## src/rtl/perceptron_controller_pkg.sv

```systemverilog
// Shared types and constants for the perceptron training controller.
package perceptron_pkg;
  localparam int EPOCH_W_DEF = 8;
  localparam int NUM_SAMPLES = 200;

  typedef enum logic [2:0] {
    S_IDLE, S_INIT, S_EVAL, S_EPOCH_END, S_TEST, S_DONE
  } pctrl_state_t;
endpackage

```

## src/rtl/perceptron_controller_if.sv

```systemverilog
// Controller <-> datapath/top bundle: start/abort, datapath status, control strobes, run status.
interface perceptron_controller_if
  import perceptron_pkg::*;
#(
  parameter int EPOCH_W = EPOCH_W_DEF
);
  logic start, abort;
  logic cout, flag, update;
  logic initCounter, initW1, initW2, initB, initFlag;
  logic setFlag, ldW1, ldW2, ldB;
  logic enableCount, enableTest;
  logic ready, done, converged, timeout;
  logic [EPOCH_W-1:0] epochs;

  modport master (
    input  start, abort, cout, flag, update,
    output initCounter, initW1, initW2, initB, initFlag,
    output setFlag, ldW1, ldW2, ldB, enableCount, enableTest,
    output ready, done, converged, timeout, epochs
  );

  modport slave (
    output start, abort, cout, flag, update,
    input  initCounter, initW1, initW2, initB, initFlag,
    input  setFlag, ldW1, ldW2, ldB, enableCount, enableTest,
    input  ready, done, converged, timeout, epochs
  );
endinterface

```

## src/rtl/perceptron_controller_epoch_counter.sv

```systemverilog
// Saturating epoch counter; at_limit flags that the next increment reaches LIMIT.
module epoch_counter #(
  parameter int W     = 8,
  parameter int LIMIT = 64
) (
  input  logic         clk,
  input  logic         rst,
  input  logic         clr,
  input  logic         inc,
  output logic [W-1:0] cnt,
  output logic         at_limit
);
  logic [W:0] cnt_p1;

  assign cnt_p1   = {1'b0, cnt} + {{W{1'b0}}, 1'b1};
  assign at_limit = (cnt_p1 >= (W+1)'(LIMIT));

  always_ff @(posedge clk or negedge rst) begin
    if (!rst)                  cnt <= '0;
    else if (clr)              cnt <= '0;
    else if (inc && !(&cnt))   cnt <= cnt_p1[W-1:0];
  end
endmodule

```

## src/rtl/perceptron_controller.sv

```systemverilog
// Sequencing FSM for the perceptron training datapath.
// Build option: define PCTRL_EPOCH_LIMIT_EN to stop training after MAX_EPOCHS epochs.
module perceptron_controller
  import perceptron_pkg::*;
#(
  parameter int MAX_EPOCHS = 64,
  parameter int EPOCH_W    = EPOCH_W_DEF
) (
  input  logic                    clk,
  input  logic                    rst,
  perceptron_controller_if.master bus
);
  pctrl_state_t st, nxt;
  logic [EPOCH_W-1:0] ep_q;
  logic at_limit, lim_hit;
  logic st_clr, ep_inc, set_conv, set_tmo;
  logic conv_q, tmo_q;

`ifdef PCTRL_EPOCH_LIMIT_EN
  assign lim_hit = at_limit;
`else
  logic unused_at_limit;
  assign unused_at_limit = at_limit;
  assign lim_hit = 1'b0;
`endif

  epoch_counter #(.W(EPOCH_W), .LIMIT(MAX_EPOCHS)) u_epoch (
    .clk(clk), .rst(rst), .clr(st_clr), .inc(ep_inc), .cnt(ep_q), .at_limit(at_limit)
  );

  always_ff @(posedge clk or negedge rst) begin
    if (!rst) st <= S_IDLE;
    else      st <= nxt;
  end

  // abort wins over everything and suppresses all strobes and status updates
  always_comb begin
    nxt             = st;
    bus.initCounter = 1'b0;
    bus.initW1      = 1'b0;
    bus.initW2      = 1'b0;
    bus.initB       = 1'b0;
    bus.initFlag    = 1'b0;
    bus.setFlag     = 1'b0;
    bus.ldW1        = 1'b0;
    bus.ldW2        = 1'b0;
    bus.ldB         = 1'b0;
    bus.enableCount = 1'b0;
    bus.enableTest  = 1'b0;
    bus.done        = 1'b0;
    st_clr          = 1'b0;
    ep_inc          = 1'b0;
    set_conv        = 1'b0;
    set_tmo         = 1'b0;
    if (bus.abort) begin
      nxt = S_IDLE;
    end else begin
      case (st)
        S_IDLE: if (bus.start) nxt = S_INIT;
        S_INIT: begin
          bus.initCounter = 1'b1;
          bus.initW1      = 1'b1;
          bus.initW2      = 1'b1;
          bus.initB       = 1'b1;
          bus.initFlag    = 1'b1;
          st_clr          = 1'b1;
          nxt             = S_EVAL;
        end
        S_EVAL: begin
          bus.enableCount = 1'b1;
          bus.ldW1        = bus.update;
          bus.ldW2        = bus.update;
          bus.ldB         = bus.update;
          bus.setFlag     = bus.update;
          if (bus.cout) nxt = S_EPOCH_END;
        end
        S_EPOCH_END: begin
          ep_inc = 1'b1;
          if (!bus.flag) begin
            set_conv = 1'b1;
            nxt      = S_TEST;
          end else if (lim_hit) begin
            set_tmo = 1'b1;
            nxt     = S_TEST;
          end else begin
            bus.initFlag    = 1'b1;
            bus.initCounter = 1'b1;
            nxt             = S_EVAL;
          end
        end
        S_TEST: begin
          bus.enableTest = 1'b1;
          nxt            = S_DONE;
        end
        S_DONE: begin
          bus.done = 1'b1;
          nxt      = S_IDLE;
        end
        default: nxt = S_IDLE;
      endcase
    end
  end

  always_ff @(posedge clk or negedge rst) begin
    if (!rst) begin
      conv_q <= 1'b0;
      tmo_q  <= 1'b0;
    end else if (st_clr) begin
      conv_q <= 1'b0;
      tmo_q  <= 1'b0;
    end else begin
      if (set_conv) conv_q <= 1'b1;
      if (set_tmo)  tmo_q  <= 1'b1;
    end
  end

  assign bus.ready     = (st == S_IDLE);
  assign bus.converged = conv_q;
  assign bus.timeout   = tmo_q;
  assign bus.epochs    = ep_q;
endmodule

```

## src/flat_wrapper.sv

```systemverilog
// flat-port wrapper written by rule: the top's interface ports become plain ports
module perceptron_controller_flat import perceptron_pkg::*;
#(
  parameter int MAX_EPOCHS = 64,
  parameter int EPOCH_W    = EPOCH_W_DEF
)
  (clk, rst, bus_start, bus_abort, bus_cout, bus_flag, bus_update, bus_initCounter, bus_initW1, bus_initW2, bus_initB, bus_initFlag, bus_setFlag, bus_ldW1, bus_ldW2, bus_ldB, bus_enableCount, bus_enableTest, bus_ready, bus_done, bus_converged, bus_timeout, bus_epochs);
  perceptron_controller_if #(.EPOCH_W(EPOCH_W)) bus_i ();
  input  logic clk;
  input  logic rst;
  input wire logic [$bits(bus_i.start)-1:0] bus_start;
  input wire logic [$bits(bus_i.abort)-1:0] bus_abort;
  input wire logic [$bits(bus_i.cout)-1:0] bus_cout;
  input wire logic [$bits(bus_i.flag)-1:0] bus_flag;
  input wire logic [$bits(bus_i.update)-1:0] bus_update;
  output wire logic [$bits(bus_i.initCounter)-1:0] bus_initCounter;
  output wire logic [$bits(bus_i.initW1)-1:0] bus_initW1;
  output wire logic [$bits(bus_i.initW2)-1:0] bus_initW2;
  output wire logic [$bits(bus_i.initB)-1:0] bus_initB;
  output wire logic [$bits(bus_i.initFlag)-1:0] bus_initFlag;
  output wire logic [$bits(bus_i.setFlag)-1:0] bus_setFlag;
  output wire logic [$bits(bus_i.ldW1)-1:0] bus_ldW1;
  output wire logic [$bits(bus_i.ldW2)-1:0] bus_ldW2;
  output wire logic [$bits(bus_i.ldB)-1:0] bus_ldB;
  output wire logic [$bits(bus_i.enableCount)-1:0] bus_enableCount;
  output wire logic [$bits(bus_i.enableTest)-1:0] bus_enableTest;
  output wire logic [$bits(bus_i.ready)-1:0] bus_ready;
  output wire logic [$bits(bus_i.done)-1:0] bus_done;
  output wire logic [$bits(bus_i.converged)-1:0] bus_converged;
  output wire logic [$bits(bus_i.timeout)-1:0] bus_timeout;
  output wire logic [$bits(bus_i.epochs)-1:0] bus_epochs;
  assign bus_i.start = bus_start;
  assign bus_i.abort = bus_abort;
  assign bus_i.cout = bus_cout;
  assign bus_i.flag = bus_flag;
  assign bus_i.update = bus_update;
  assign bus_initCounter = bus_i.initCounter;
  assign bus_initW1 = bus_i.initW1;
  assign bus_initW2 = bus_i.initW2;
  assign bus_initB = bus_i.initB;
  assign bus_initFlag = bus_i.initFlag;
  assign bus_setFlag = bus_i.setFlag;
  assign bus_ldW1 = bus_i.ldW1;
  assign bus_ldW2 = bus_i.ldW2;
  assign bus_ldB = bus_i.ldB;
  assign bus_enableCount = bus_i.enableCount;
  assign bus_enableTest = bus_i.enableTest;
  assign bus_ready = bus_i.ready;
  assign bus_done = bus_i.done;
  assign bus_converged = bus_i.converged;
  assign bus_timeout = bus_i.timeout;
  assign bus_epochs = bus_i.epochs;
  perceptron_controller #(.MAX_EPOCHS(MAX_EPOCHS), .EPOCH_W(EPOCH_W)) u_core (.clk(clk), .rst(rst), .bus(bus_i));
endmodule
```

## config.mk

```make
export PLATFORM = sky130hd
export DESIGN_NAME = perceptron_controller_flat
export DESIGN_NICKNAME = d
export VERILOG_FILES = /design/src/rtl/perceptron_controller_pkg.sv /design/src/rtl/perceptron_controller_if.sv /design/src/rtl/perceptron_controller_epoch_counter.sv /design/src/rtl/perceptron_controller.sv /design/src/flat_wrapper.sv
export SDC_FILE = /design/constraint.sdc
export NUM_CORES = 1
export LEC_CHECK = 0
export ABC_AREA = 1
export CAP_MARGIN = 20
export CORE_MARGIN = 5
export CORE_UTILIZATION = 30
export DETAILED_ROUTE_END_ITERATION = 16
export GPL_TIMING_DRIVEN = 0
export SLEW_MARGIN = 20
export SYNTH_ARGS = -nofsm -noshare
export SYNTH_HDL_FRONTEND = slang
export SYNTH_SLANG_ARGS = --single-unit
```

## constraint.sdc

```tcl
create_clock -name clk -period 1.9 [get_ports clk]
set_clock_uncertainty 0.15 [all_clocks]
set_input_delay 0.38 -clock clk [delete_from_list [all_inputs] [get_ports clk]]
set_output_delay 0.38 -clock clk [all_outputs]
set_load 0.05 [all_outputs]
```

* Word-level counts from Yosys, hierarchy flattened *
Index checks and enable logic that the tools add are counted.

operators by class
  add/sub/neg operators = 1
  eq/ne operators = 7
  multiplexer cells = 28
  reduce and logical (&&, ||, !) cells = 7

operators by type and width
  cell                   number
  $mux W1                20
  $mux W8                2
  $pmux W3 S5            1
  $mux W3                4
  $add A8 B1 Y8 const B  1
  $reduce_and A8 Y1      1
  $eq A3 B2 Y1 const B   2
  $eq A3 B3 Y1 const B   2
  $ne A3 B3 Y1 const B   2
  $reduce_bool A2 Y1     2
  $eq A3 B1 Y1 const B   1
  $logic_not A3 Y1       1
  $pmux W1 S2            1
  $reduce_and A2 Y1      1
  $logic_and A1 B1 Y1    1
  $logic_not A1 Y1       1

storage, ports and cells
  register bits = 13
  input bits = 7
  logic and storage cells = 47

* Logic depth before layout (Yosys ltp) *
Gate-level depths: netlist (run 1).

  depth in word-level cells = 6
  mapped depth = 8
  depth with buffers taken out = 8

* Cells and area by module *
A second synthesis (run 1) with hierarchy kept.

unflattened totals
  cells, all modules = 120
  area, all modules = 882.1 µm²

by module, submodules not included
  module                 times used  cells each  area each (µm²)  seq. area each (µm²)
  epoch_counter          1           75          546.8            200.2
  perceptron_controller  1           45          335.3            100.1

* Worst setup path after synthesis (run 1) *
No wires, ideal clock.

  path type = input-to-output
  from = input bus_abort
  to = output bus_done
  arrival = 2.071 ns
  required time = 1.370 ns
  setup slack = -0.701 ns
  stages on the path = 2
  buffers on the path = 1
  path through = buf_2 nor4_1

on the way
  cells in the longest elaborated chain, start to end = 1

ends and longest elaborated chain
  what                line                         RTL
  start: declaration  flat_wrapper.sv:12           input wire logic [$bits(bus_i.abort)-1:0] bus_abort;
  $mux W1             perceptron_controller.sv:55  if (bus.abort) begin
  end: declaration    flat_wrapper.sv:28           output wire logic [$bits(bus_i.done)-1:0] bus_done;

No other way between the ends.

* Final worst setup path (run 1) *
  from = register u_core.st[2]
  to = output bus_ldW1

on the way
  cells in the longest elaborated chain, start to end = 3

ends and longest elaborated chain
  what                      line                         RTL
  start: declaration        perceptron_controller.sv:13  pctrl_state_t st, nxt;
  start signal: assignment  perceptron_controller.sv:33  else st <= nxt;
  $eq A3 B2 Y1              perceptron_controller.sv:58  case (st)
  $mux W1                   perceptron_controller.sv:58
  $mux W1                   perceptron_controller.sv:55
  end: declaration          flat_wrapper.sv:22           output wire logic [$bits(bus_i.ldW1)-1:0] bus_ldW1;

No other way between the ends.

==> metrics.md, run 1 <==
| Metric | Value |
|---|---|
| Remaining global-route overflow | `0` |
| Slew @ Worst Pin | `0.565 ns` |
| VDD IR-drop max | `between 0.0004 and 0.0005 V` |
| Largest cells by area after synthesis | `sky130_fd_sc_hd__dfrtp_1, sky130_fd_sc_hd__nand2_1, sky130_fd_sc_hd__buf_4` |
| Clock Pin Slew Worst Setup and Hold Paths | `0.08 ns` |
| All-Layer GR Usage | `10.6%` |
| Width of the chip | `62.4 um` |
| Number of port buffers | `27` |
| Sw Ratio | `about 39%` |
| Library cell with the largest summed area after synthesis | `sky130_fd_sc_hd__dfrtp_1` |
| Fraction of power consumed by sequential logic | `35.2%` |
| Clock tree from TritonCTS | `built` |
| Final layout net count | `162` |
| Gate power share | `between 30 and 40%` |
| Cells after Synth | `116` |
| CTS root buffer | `sky130_fd_sc_hd__clkbuf_4` |
| Syn nets | `124` |
| Synthesis warning total | `0` |
| Detailed-routing iteration count for the pre-antenna-repair pass | `4` |
| Final critical-path required period | `between 1.5 and 2 ns` |
| Data arrival time of the critical path | `1.37 ns` |
| Post-route fraction of the period consumed by the critical path | `100%` |
| WP data required | `1.37 ns` |
| Cell internal pwr | `0.511 mW` |
| Pin count of the biggest net entering global routing | `13` |
| Detailed Place HPWL | `approximately 1500 um` |
| Delay-heaviest family, CP | `flip-flops` |
| Placed Cells incl. Taps | `174` |
| Yosys cell types | `24` |
| Number of diodes | `0` |
| Setup WS post-layout | `-0.000951 ns` |
| Effective utilization at floorplan | `just over 30%` |
| Weighted congestion at the end of routability-driven global placement | `0.811` |
| Share of layout cells above drive strength 1 | `37.9%` |
| Global-route wire length before repair | `3480 um` |
| Final max-slew violation count | `0` |
| Antenna violations before repair | `0` |
| Storage element area | `~300 um2` |
| Setup TNS after final layout | `-0.00186 ns` |
| Register bit total from synthesis | `12` |
| Cell area power density | `629 nW/um2` |
| Count of boundary I/O pins | `30` |
| Worst Setup Start Kind | `flip-flop` |
| Failing checks | `setup timing` |
| Clk pwr share | `24.8%` |
| Total net switching power | `around 0.33 mW` |
| Cell at the slowest stage of the critical path | `sky130_fd_sc_hd__dfrtp_1` |
| Pwr Total | `0.840 mW` |
| Layout filler cell count | `271` |
| Avg Synthesized Cell Area | `between 7 and 8 um2` |
| Status | `finished, violations left` |
| Clock sink count | `12` |
| Area of the placeable core | `approximately 2700 um2` |
| Total routed wire length on the met1 layer | `979 um` |
| Highest cell delay on the worst timing path | `between 0.4 and 0.5 ns` |
| Number of global-route vias before repair | `828` |
| Number of maximum-capacitance constraint violations | `0` |
| Routed via count | `830` |
| Final routed wirelength across all metal layers | `2090 um` |
| Total buffers and inverters traversed by the critical path | `3` |
| Area taken by multi-input logic gates | `465 um2` |
| Leakage power total | `0.670 nW` |
| Critical path, cell by cell | `inv_2, nand3_4, nor2_4, buf_6, buf_8` |
| Count of antenna-violating nets left after detailed routing | `0` |
| Critical Path Fanout Max | `4` |
| Sequential-to-total area share from yosys stat | `36.4%` |
| Achievable frequency | `526 MHz` |
| Final std cells w/o fill | `between 150 and 200` |
| Maximum clock path buffer count | `2` |
| Die Y | `62.4 um` |
| Number of DRC markers in iteration 0 | `17` |
| Inserted Clock Buffers | `3` |
| Critical path class | `reg2out` |
| Synth Cell Area | `~820 um2` |
| Area grow syn2layout | `61.8%` |
| Die Footprint | `3900 um2` |
| Placement row count | `19` |
| Average wire length per cell after detail routing | `around 11 um` |
| Met2 wire length | `976 um` |
| Post-Place Cell Area | `1190 um2` |
| RSZ-0062 raised after global routing | `yes` |
| Clk Latency, worst-skew pair | `0.27 ns` |
| Final setup violation count | `2` |
| Met3 Routed Length | `approximately 140 um` |
| Max Used Layer | `met3` |
| Detailed-route vias per instance | `between 4 and 5` |
| Final instance area | `1330 um2` |
| Final Hold Violating Endpoints | `0` |
| Pre-CTS setup slack | `-0.595 ns` |
| Capturing element type of the critical path | `primary output` |
| Path type of the worst min-delay path | `in2reg` |
| Headroom to the max-slew limit | `62.2%` |
| Total DRC errors in the routed layout | `0` |
| H-tree levels | `1` |
| Area share of the largest cell type after synthesis | `36.4%` |
-- sequential cells by signal (all words and copies together), names as in the netlist --
| signal | cells |
|---|---|
| u_core.u_epoch.cnt | 8 |
| u_core.st | 3 |
| u_core.bus.converged | 1 |
-- routing by layer --
layer  vias to the layer above  global-route usage, %
met4                         0                   3.71
met1                       378                   13.4
met3                         0                   3.06
li1                        426                      -
met5                         -                      0
met2                        26                   17.0
-- power by group through the flow --
stage	sequential (mW)	clock [mW]	combinational [mW]
floorplan	0.349	0	0.160
global placement	0.300	0	0.299
detailed placement	0.301	0	0.302
CTS	0.296	0.219	0.314
global route	0.298	0.231	0.356
finish	0.296	0.208	0.335
-- path summary, 6_finish.rpt --
check / from / to / slack (ns) / depth (start not counted)
hold reg to reg: u_core.bus.converged / u_core.bus.converged / 0.37 / 2
hold / removal: bus_abort / u_core.st[2] / 0.30 / 2
setup reg to reg: u_core.u_epoch.cnt[0] / u_core.u_epoch.cnt[7] / 0.44 / 8
min in group asynchronous: rst / u_core.u_epoch.cnt[3] / 0.31 / 1
setup / recovery: u_core.st[2] / bus_ldW1 / -0.001 / 5
max in group asynchronous: rst / u_core.st[0] / 0.88 / 1
-- Yosys cell counts --
library cell and n:
sky130_fd_sc_hd__o21ai_2 1, sky130_fd_sc_hd__ha_1 1, sky130_fd_sc_hd__o21ai_0 3, sky130_fd_sc_hd__nor3_1 1, sky130_fd_sc_hd__nand2_4 1, sky130_fd_sc_hd__inv_2 6
sky130_fd_sc_hd__nor2_2 2, sky130_fd_sc_hd__xor2_1 2, sky130_fd_sc_hd__conb_1 1, sky130_fd_sc_hd__a21oi_1 3, sky130_fd_sc_hd__o21ai_1 5, sky130_fd_sc_hd__nor2_4 1
sky130_fd_sc_hd__nand2_1 28, sky130_fd_sc_hd__nand3_2 2, sky130_fd_sc_hd__nand3_1 8, sky130_fd_sc_hd__dfrtp_1 12, sky130_fd_sc_hd__inv_1 12, sky130_fd_sc_hd__nand2_2 3
sky130_fd_sc_hd__xnor2_1 1, sky130_fd_sc_hd__buf_2 1, sky130_fd_sc_hd__nor2_1 12, sky130_fd_sc_hd__buf_4 8, sky130_fd_sc_hd__nor3_2 1, sky130_fd_sc_hd__nor4_1 1
-- per-stage QoR --
step	util, %	hold WS, ns
after global placement	44.2	0.358
after detailed placement	44.2	0.360
after global routing	49.7	0.305
after CTS	47.1	0.268
after floorplan	-	-0.0656
final	49.7	0.305
-- cell usage in the layout, fill, tap and decap left out, types with 4 or more instances in the layout --
cell type / count
sky130_fd_sc_hd__nand2_1: 27
sky130_fd_sc_hd__inv_1: 12
sky130_fd_sc_hd__dfrtp_1: 11
sky130_fd_sc_hd__buf_6: 10
sky130_fd_sc_hd__nor2_1: 9
sky130_fd_sc_hd__buf_4: 9
sky130_fd_sc_hd__dlygate4sd2_1: 9
sky130_fd_sc_hd__nand3_1: 7
sky130_fd_sc_hd__buf_8: 7
sky130_fd_sc_hd__inv_2: 6
sky130_fd_sc_hd__o21ai_1: 5
sky130_fd_sc_hd__clkdlybuf4s50_1: 5
sky130_fd_sc_hd__nor2_4: 4
sky130_fd_sc_hd__nand2_2: 4
-- cell type report --
type,instances,area share [%]
multi-input combinational,77,34.9
inverter,18,5.07
timing repair buffer,33,25.0
sequential,12,22.6
buffer,9,6.85
tap,31,2.91
clock buffer,4,2.72
-- logic make-up (layout without fill, tap and decap cells) --
family,count (synthesis),count (layout),synth area share (%)
AO/OA/AOI/OAI,12,12,7.74
adder cells (fa/ha/maj),1,1,1.52
AND/OR/NAND/NOR,60,60,34.6
XOR/XNOR,3,3,3.19
buffers and inverters,27,64,16.1
flip-flops,12,12,36.4
other,1,1,0.455
-- what timing repair did --
item                                    in CTS  in global routing
pin swaps                                    1                  0
hold buffers                                 0                  0
endpoints found under the setup margin      22                 12
buffers inserted                             4                  2
resized for setup                          102                 13
Note: power is estimated with default switching activity, not from simulation.
==> run 2, diff against run 1 <==
REMOVE_ABC_BUFFERS = 1   (was unset)
==> run 2 against run 1 <==
Effect of this change: the flow now finishes without violations; non-clock buffer count decreased by 10; setup slack improved by 0.027 ns; maximum frequency increased by 1.5%; critical path depth decreased by 1; first-iteration DRC count increased by 18%; largest power group is now sequential cells.
==> metrics.md, run 2 (same netlist as run 1, synthesis figures left out) <==
| Metric | Value |
|---|---|
| Capturing element type of the critical path | `primary output (unchanged)` |
| Final critical-path required period | `1.87 ns (was 1.90 ns)` |
| Path type of the worst min-delay path | `in2reg (unchanged)` |
| Hold buffer count at CTS | `0 (unchanged)` |
| Met2 wire length | `865 um (was 976 um)` |
| Critical path, cell by cell | `nor2_4, nand3_4, nor2_4, buf_8 (was inv_2, nand3_4, nor2_4, buf_6, buf_8)` |
| Reg-to-reg startpoint | `u_core.u_epoch.cnt[0] (unchanged)` |
| Detailed-routing iteration count for the pre-antenna-repair pass | `4 (unchanged)` |
| Global-route wire length before repair | `3340 um (was 3480 um)` |
| VDD IR-drop max | `0.000334 V (was 0.000405 V)` |
| Most used cells in the layout excluding fill and tap cells | `sky130_fd_sc_hd__nand2_1, sky130_fd_sc_hd__inv_1, sky130_fd_sc_hd__nor2_1, sky130_fd_sc_hd__dlygate4sd2_1, sky130_fd_sc_hd__dfrtp_1 (was sky130_fd_sc_hd__nand2_1, sky130_fd_sc_hd__inv_1, sky130_fd_sc_hd__dfrtp_1)` |
| H-tree levels | `1 (unchanged)` |
| Hold Startpoint | `bus_abort (unchanged)` |
| Status | `finished, final reports clean (was finished, violations left)` |
| Clk Latency, worst-skew pair | `0.27 ns (about the same)` |
| RSZ-0062 raised after global routing | `yes (unchanged)` |
| Area of the placeable core | `2690 um2 (unchanged)` |
| Critical Path Fanout Max | `4 (unchanged)` |
| Final Hold Violating Endpoints | `0 (unchanged)` |
| Width of the chip | `62.4 um (unchanged)` |
| Data arrival time of the critical path | `1.34 ns (was 1.37 ns)` |
| Highest cell delay on the worst timing path | `0.44 ns (was 0.43 ns)` |
| Top reg by flops | `u_core.u_epoch.cnt (unchanged)` |
| Final setup violation count | `0 (was 2)` |
| Count of cells along the worst register-to-register path | `8 (unchanged)` |
| Max FFs per register | `8 (unchanged)` |
| Slew @ Worst Pin | `0.555 ns (was 0.565 ns)` |
| Antenna violations before repair | `0 (unchanged)` |
| Clock sink count | `12 (unchanged)` |
| Headroom to the max-slew limit | `62.9% (was 62.2%)` |
| Pin count of the biggest net entering global routing | `13 (unchanged)` |
| Placement row count | `19 (unchanged)` |
| Die Y | `62.4 um (unchanged)` |
| Total routed wire length on the met1 layer | `850 um (was 979 um)` |
| Final routed wirelength across all metal layers | `1880 um (was 2090 um)` |
| Worst hold margin | `0.265 ns (was 0.305 ns)` |
| Inserted Clock Buffers | `3 (unchanged)` |
| Area taken by multi-input logic gates | `445 um2 (was 465 um2)` |
| Clock tree from TritonCTS | `built (unchanged)` |
| Storage element area | `304 um2 (was 302 um2)` |
| Max Used Layer | `met4 (was met3)` |
| Area grow syn2layout | `43.9% (was 61.8%)` |
| Met3 Routed Length | `140 um (was 138 um)` |
| Cell repeated most along the worst path | `sky130_fd_sc_hd__nor2_4` |
| Critical path class | `reg2out (unchanged)` |
| Die Footprint | `3900 um2 (unchanged)` |
| Most common cell after layout, fill and taps aside | `sky130_fd_sc_hd__nand2_1 (unchanged)` |
| Count of antenna-violating nets left after detailed routing | `0 (unchanged)` |
| Detailed Place HPWL | `1450 um (was 1520 um)` |
| Cell at the slowest stage of the critical path | `sky130_fd_sc_hd__dfrtp_2 (was sky130_fd_sc_hd__dfrtp_1)` |
| Layout filler cell count | `272 (was 271)` |
| Final max-slew violation count | `0 (unchanged)` |
| Weighted congestion at the end of routability-driven global placement | `0.749 (was 0.811)` |
| Clock Pin Slew Worst Setup and Hold Paths | `0.07 ns (was 0.08 ns)` |
| Share of layout cells above drive strength 1 | `32.4% (was 37.9%)` |
| Number of maximum-capacitance constraint violations | `0 (unchanged)` |
| Hold endpoint | `u_core.st[1] (was u_core.st[2])` |
| Number of DRC markers in iteration 0 | `20 (was 17)` |
| Hold-critical path depth | `2 (unchanged)` |
| Final layout net count | `152 (was 162)` |
| WP data required | `1.37 ns (about the same)` |
| Total DRC errors in the routed layout | `0 (unchanged)` |
| Maximum clock path buffer count | `2 (unchanged)` |
| Detailed-route vias per instance | `4.57 (was 4.51)` |
| R2r setup slk | `0.42 ns (was 0.44 ns)` |
| CTS root buffer | `sky130_fd_sc_hd__clkbuf_4 (unchanged)` |
| Achievable frequency | `534 MHz (was 526 MHz)` |
| Worst reg2reg endpoint | `u_core.u_epoch.cnt[7] (unchanged)` |
| Average wire length per cell after detail routing | `10.9 um (was 11.4 um)` |
| Delay-heaviest family, CP | `simple AND/OR/NAND/NOR gates (was flip-flops)` |
| Remaining global-route overflow | `0 (unchanged)` |
| Effective utilization at floorplan | `30.7% (unchanged)` |
| Number of diodes | `0 (unchanged)` |
| Cell area power density | `631 nW/um2 (was 629 nW/um2)` |
| Routed via count | `791 (was 830)` |
| Post-route fraction of the period consumed by the critical path | `98.6% (was 100%)` |
| Leakage power total | `0.595 nW (was 0.670 nW)` |
| Number of port buffers | `28 (was 27)` |
| Pwr Total | `0.748 mW (was 0.840 mW)` |
| Total buffers and inverters traversed by the critical path | `1 (was 3)` |
| Worst Setup Start Kind | `flip-flop (unchanged)` |
| All-Layer GR Usage | `10.4% (was 10.6%)` |
| Count of boundary I/O pins | `30 (unchanged)` |
| Number of global-route vias before repair | `801 (was 828)` |
## run 2: cell types whose count changed in the layout (fill, tap and decap cells not counted), moves of 2 or more
| cell | delta |
|---|---|
| sky130_fd_sc_hd__buf_4 | -4 |
| sky130_fd_sc_hd__buf_6 | -5 |
| sky130_fd_sc_hd__buf_8 | -3 |
| sky130_fd_sc_hd__dfrtp_1 | -2 |
| sky130_fd_sc_hd__dfrtp_2 | +2 |
## run 2: area by class of cell
cell class | instances | area share (%)
Multi-Input combinational cell | 77 | 37.6
Inverter | 18 | 5.91
Sequential cell | 12 | 25.6
Timing Repair Buffer | 32 | 25.7
Clock buffer | 3 | 1.90
Tap cell | 31 | 3.27
## run 2: metrics by stage
stage	setup WS [ns]	TNS [ns]	util [%]	instances	cell area, um2
6_report	0.0264	0	44.2	173	1190
4_1_cts	-0.0439	-0.0598	42.3	171	1140
5_1_grt	-0.0449	-0.178	44.2	173	1190
3_3_place_gp	-0.929	-10.52	40.1	166	1080
2_1_floorplan	-1.76	-13.89	-	107	759
3_5_place_dp	-0.949	-10.61	40.1	166	1080
## run 2: what timing repair did
| item | 4_1_cts | 5_1_grt |
|---|---|---|
| setup buffers | 2 | 2 |
| endpoints found under the hold margin | 0 | 0 |
| gates resized for setup | 106 | 12 |
| endpoints found under the setup margin | 22 | 12 |
| pin swaps | 3 | 4 |
## run 2: where the power goes
part           switching [mW]  internal, mW  total, mW
Sequential             0.0253         0.276      0.301
Combinational           0.198        0.0914      0.290
Clock                  0.0843        0.0733      0.158
## run 2: worst max path at each step
stage / cells after the start / from / slack [ns] / to
after floorplan: 3 / u_core.st[0] / -1.76 / bus_ldB
after global placement: 5 / bus_abort / -0.93 / bus_ldW2
after detailed placement: 5 / bus_abort / -0.95 / bus_ldW2
after CTS: 5 / bus_abort / -0.04 / bus_ldW2
after global routing: 4 / u_core.st[0] / -0.04 / bus_ldW2
final: 4 / u_core.st[0] / 0.03 / bus_ldW2
## run 2: metal layers
layer | vias up | GRT usage (%)
met5 | - | 0
met4 | 0 | 5.31
met3 | 4 | 3.78
met2 | 29 | 16.8
met1 | 349 | 11.9
li1 | 409 | -
==> run 3, diff against run 2 <==
CTS_CLUSTER_SIZE = 20   (was unset)
GPL_ROUTABILITY_DRIVEN = 0   (was unset)
PLACE_DENSITY_LB_ADDON = 0.15   (was unset)
==> run 3 against run 2 <==
Effect of this change: final cell count rose by 1.2%; sequential cell count unchanged; power is 1.8% higher; register-to-register slack about the same; first-iteration DRC count shrank 40%; largest cell class unchanged; highest routed layer unchanged.
==> metrics.md, run 3 (same netlist as run 1, synthesis figures left out) <==
| Metric | Value |
|---|---|
| Reg-to-reg startpoint | `u_core.u_epoch.cnt[0] (unchanged)` |
| Placement row count | `19 (unchanged)` |
| Clock tree from TritonCTS | `built (unchanged)` |
| VDD IR-drop max | `0.000348 V (was 0.000334 V)` |
| Remaining global-route overflow | `0 (unchanged)` |
| Number of maximum-capacitance constraint violations | `0 (unchanged)` |
| Detailed Place HPWL | `1450 um (about the same)` |
| Delay-heaviest family, CP | `simple AND/OR/NAND/NOR gates (unchanged)` |
| Total stage count of the critical path | `4 (unchanged)` |
| Number of DRC markers in iteration 0 | `12 (was 20)` |
| Effective utilization at floorplan | `30.7% (unchanged)` |
| Final setup violation count | `0 (unchanged)` |
| Top reg by flops | `u_core.u_epoch.cnt (unchanged)` |
| Routed via count | `790 (was 791)` |
| Total DRC errors in the routed layout | `0 (unchanged)` |
| Width of the chip | `62.4 um (unchanged)` |
| Count of boundary I/O pins | `30 (unchanged)` |
| Achievable frequency | `534 MHz (about the same)` |
| Setup TNS after final layout | `0 ns (unchanged)` |
| RSZ-0062 raised after global routing | `yes (unchanged)` |
| Number of diodes | `0 (unchanged)` |
| Pin count of the biggest net entering global routing | `13 (unchanged)` |
| Cell repeated most along the worst path | `sky130_fd_sc_hd__nor2_4 (unchanged)` |
| Most common cell after layout, fill and taps aside | `sky130_fd_sc_hd__nand2_1 (unchanged)` |
| Detailed-routing iteration count for the pre-antenna-repair pass | `4 (unchanged)` |
| Critical path class | `reg2out (unchanged)` |
| Die Y | `62.4 um (unchanged)` |
| Cell area power density | `634 nW/um2 (was 631 nW/um2)` |
| Clock Pin Slew Worst Setup and Hold Paths | `0.08 ns (was 0.07 ns)` |
| Highest cell delay on the worst timing path | `0.44 ns (about the same)` |
| Worst Setup Start Kind | `flip-flop (unchanged)` |
| Hold-critical path depth | `2 (unchanged)` |
| Count of cells along the worst register-to-register path | `8 (unchanged)` |
| Final max-slew violation count | `0 (unchanged)` |
| Status | `finished, final reports clean (unchanged)` |
| R2r setup slk | `0.42 ns (about the same)` |
| Post-route fraction of the period consumed by the critical path | `98.6% (about the same)` |
| Hold endpoint | `u_core.st[1] (unchanged)` |
| Layout filler cell count | `268 (was 272)` |
| Clock sink count | `12 (unchanged)` |
| Final routed wirelength across all metal layers | `2080 um (was 1880 um)` |
| CTS root buffer | `sky130_fd_sc_hd__clkbuf_4 (unchanged)` |
| WP data required | `1.37 ns (about the same)` |
| Global-route wire length before repair | `3420 um (was 3340 um)` |
| Post-Place Cell Area | `1080 um2 (unchanged)` |
| Share of layout cells above drive strength 1 | `33.3% (was 32.4%)` |
| Capturing element type of the critical path | `primary output (unchanged)` |
| Final instance area | `1200 um2 (was 1190 um2)` |
| Final Hold Violating Endpoints | `0 (unchanged)` |
| Area grow syn2layout | `45.7% (was 43.9%)` |
| Number of global-route vias before repair | `804 (was 801)` |
| Critical Path Fanout Max | `4 (unchanged)` |
| Slew @ Worst Pin | `0.572 ns (was 0.555 ns)` |
| Critical path, cell by cell | `nor2_4, nand3_4, nor2_4, buf_8 (unchanged)` |
| Area of the placeable core | `2690 um2 (unchanged)` |
| Most used cells in the layout excluding fill and tap cells | `sky130_fd_sc_hd__nand2_1, sky130_fd_sc_hd__inv_1, sky130_fd_sc_hd__nor2_1, sky130_fd_sc_hd__dlygate4sd2_1, sky130_fd_sc_hd__dfrtp_1 (unchanged)` |
| Final critical-path required period | `1.87 ns (about the same)` |
| All-Layer GR Usage | `10.7% (was 10.4%)` |
| Inserted Clock Buffers | `3 (unchanged)` |
| Leakage power total | `0.604 nW (was 0.595 nW)` |
| Data arrival time of the critical path | `1.34 ns (about the same)` |
| Hold Startpoint | `bus_abort (unchanged)` |
| H-tree levels | `1 (unchanged)` |
| Total buffers and inverters traversed by the critical path | `1 (unchanged)` |
| Average wire length per cell after detail routing | `11.9 um (was 10.9 um)` |
| Path type of the worst min-delay path | `in2reg (unchanged)` |
| Number of port buffers | `28 (unchanged)` |
| Die Footprint | `3900 um2 (unchanged)` |
| Cell at the slowest stage of the critical path | `sky130_fd_sc_hd__dfrtp_2 (unchanged)` |
| Count of antenna-violating nets left after detailed routing | `0 (unchanged)` |
| Antenna violations before repair | `0 (unchanged)` |
| Detailed-route vias per instance | `4.51 (was 4.57)` |
| Final layout net count | `154 (was 152)` |
| Max FFs per register | `8 (unchanged)` |
| Maximum clock path buffer count | `2 (unchanged)` |
| Headroom to the max-slew limit | `61.8% (was 62.9%)` |
| Clk Latency, worst-skew pair | `0.28 ns (was 0.27 ns)` |
| Worst reg2reg endpoint | `u_core.u_epoch.cnt[7] (unchanged)` |
run 3: power by group:
part	switching (mW)	total (mW)	internal (mW)	leakage [nW]
clock	0.0937	0.167	0.0734	0.0138
combinational	0.201	0.294	0.0935	0.431
sequential	0.0246	0.300	0.276	0.160
total	0.319	0.762	0.443	0.604
run 3: repair_timing:
action,in CTS,in global routing
setup endpoints to repair,22,13
setup buffers,3,3
gates resized for setup,105,13
endpoints found under the hold margin,0,0
pin swaps,0,3
cloned,0,0
hold buffers,0,0
run 3: how the worst max path moves through the flow:
stage / from / to / slack [ns]
detailed placement: bus_abort / bus_setFlag / -0.97
finish: u_core.st[0] / bus_setFlag / 0.03
global placement: bus_abort / bus_ldW2 / -0.93
global route: u_core.st[0] / bus_setFlag / -0.05
floorplan: u_core.st[0] / bus_ldB / -1.76
CTS: u_core.st[0] / bus_setFlag / -0.04
run 3: layout make-up:
cell class | instances | area [um2] | area share [%]
inverters | 18 | 72.6 | 6.04
clock buffers | 3 | 22.5 | 1.88
well taps | 31 | 38.8 | 3.23
repair buffers | 34 | 318 | 26.5
flip-flops and latches | 12 | 304 | 25.3
multi-input cells | 77 | 445 | 37.1
run 3: through the flow:
stage / hold WS (ns) / total power [mW] / instances / util (%) / worst slack [ns]
after floorplan: -0.0656 / 0.477 / 107 / - / -1.76
after global placement: 0.364 / 0.573 / 166 / 40.1 / -0.932
after detailed placement: 0.375 / 0.574 / 166 / 40.1 / -0.971
after CTS: 0.354 / 0.752 / 172 / 42.5 / -0.0441
after global routing: 0.280 / 0.799 / 175 / 44.7 / -0.0529
final: 0.262 / 0.762 / 175 / 44.7 / 0.0268
run 3: per-layer routing:
layer	track usage [%]	wire [um]	vias up
met2	17.6	927	28
met4	6.10	50	0
met5	0	0	-
met1	12.2	966	348
met3	3.24	133	6
li1	-	-	408
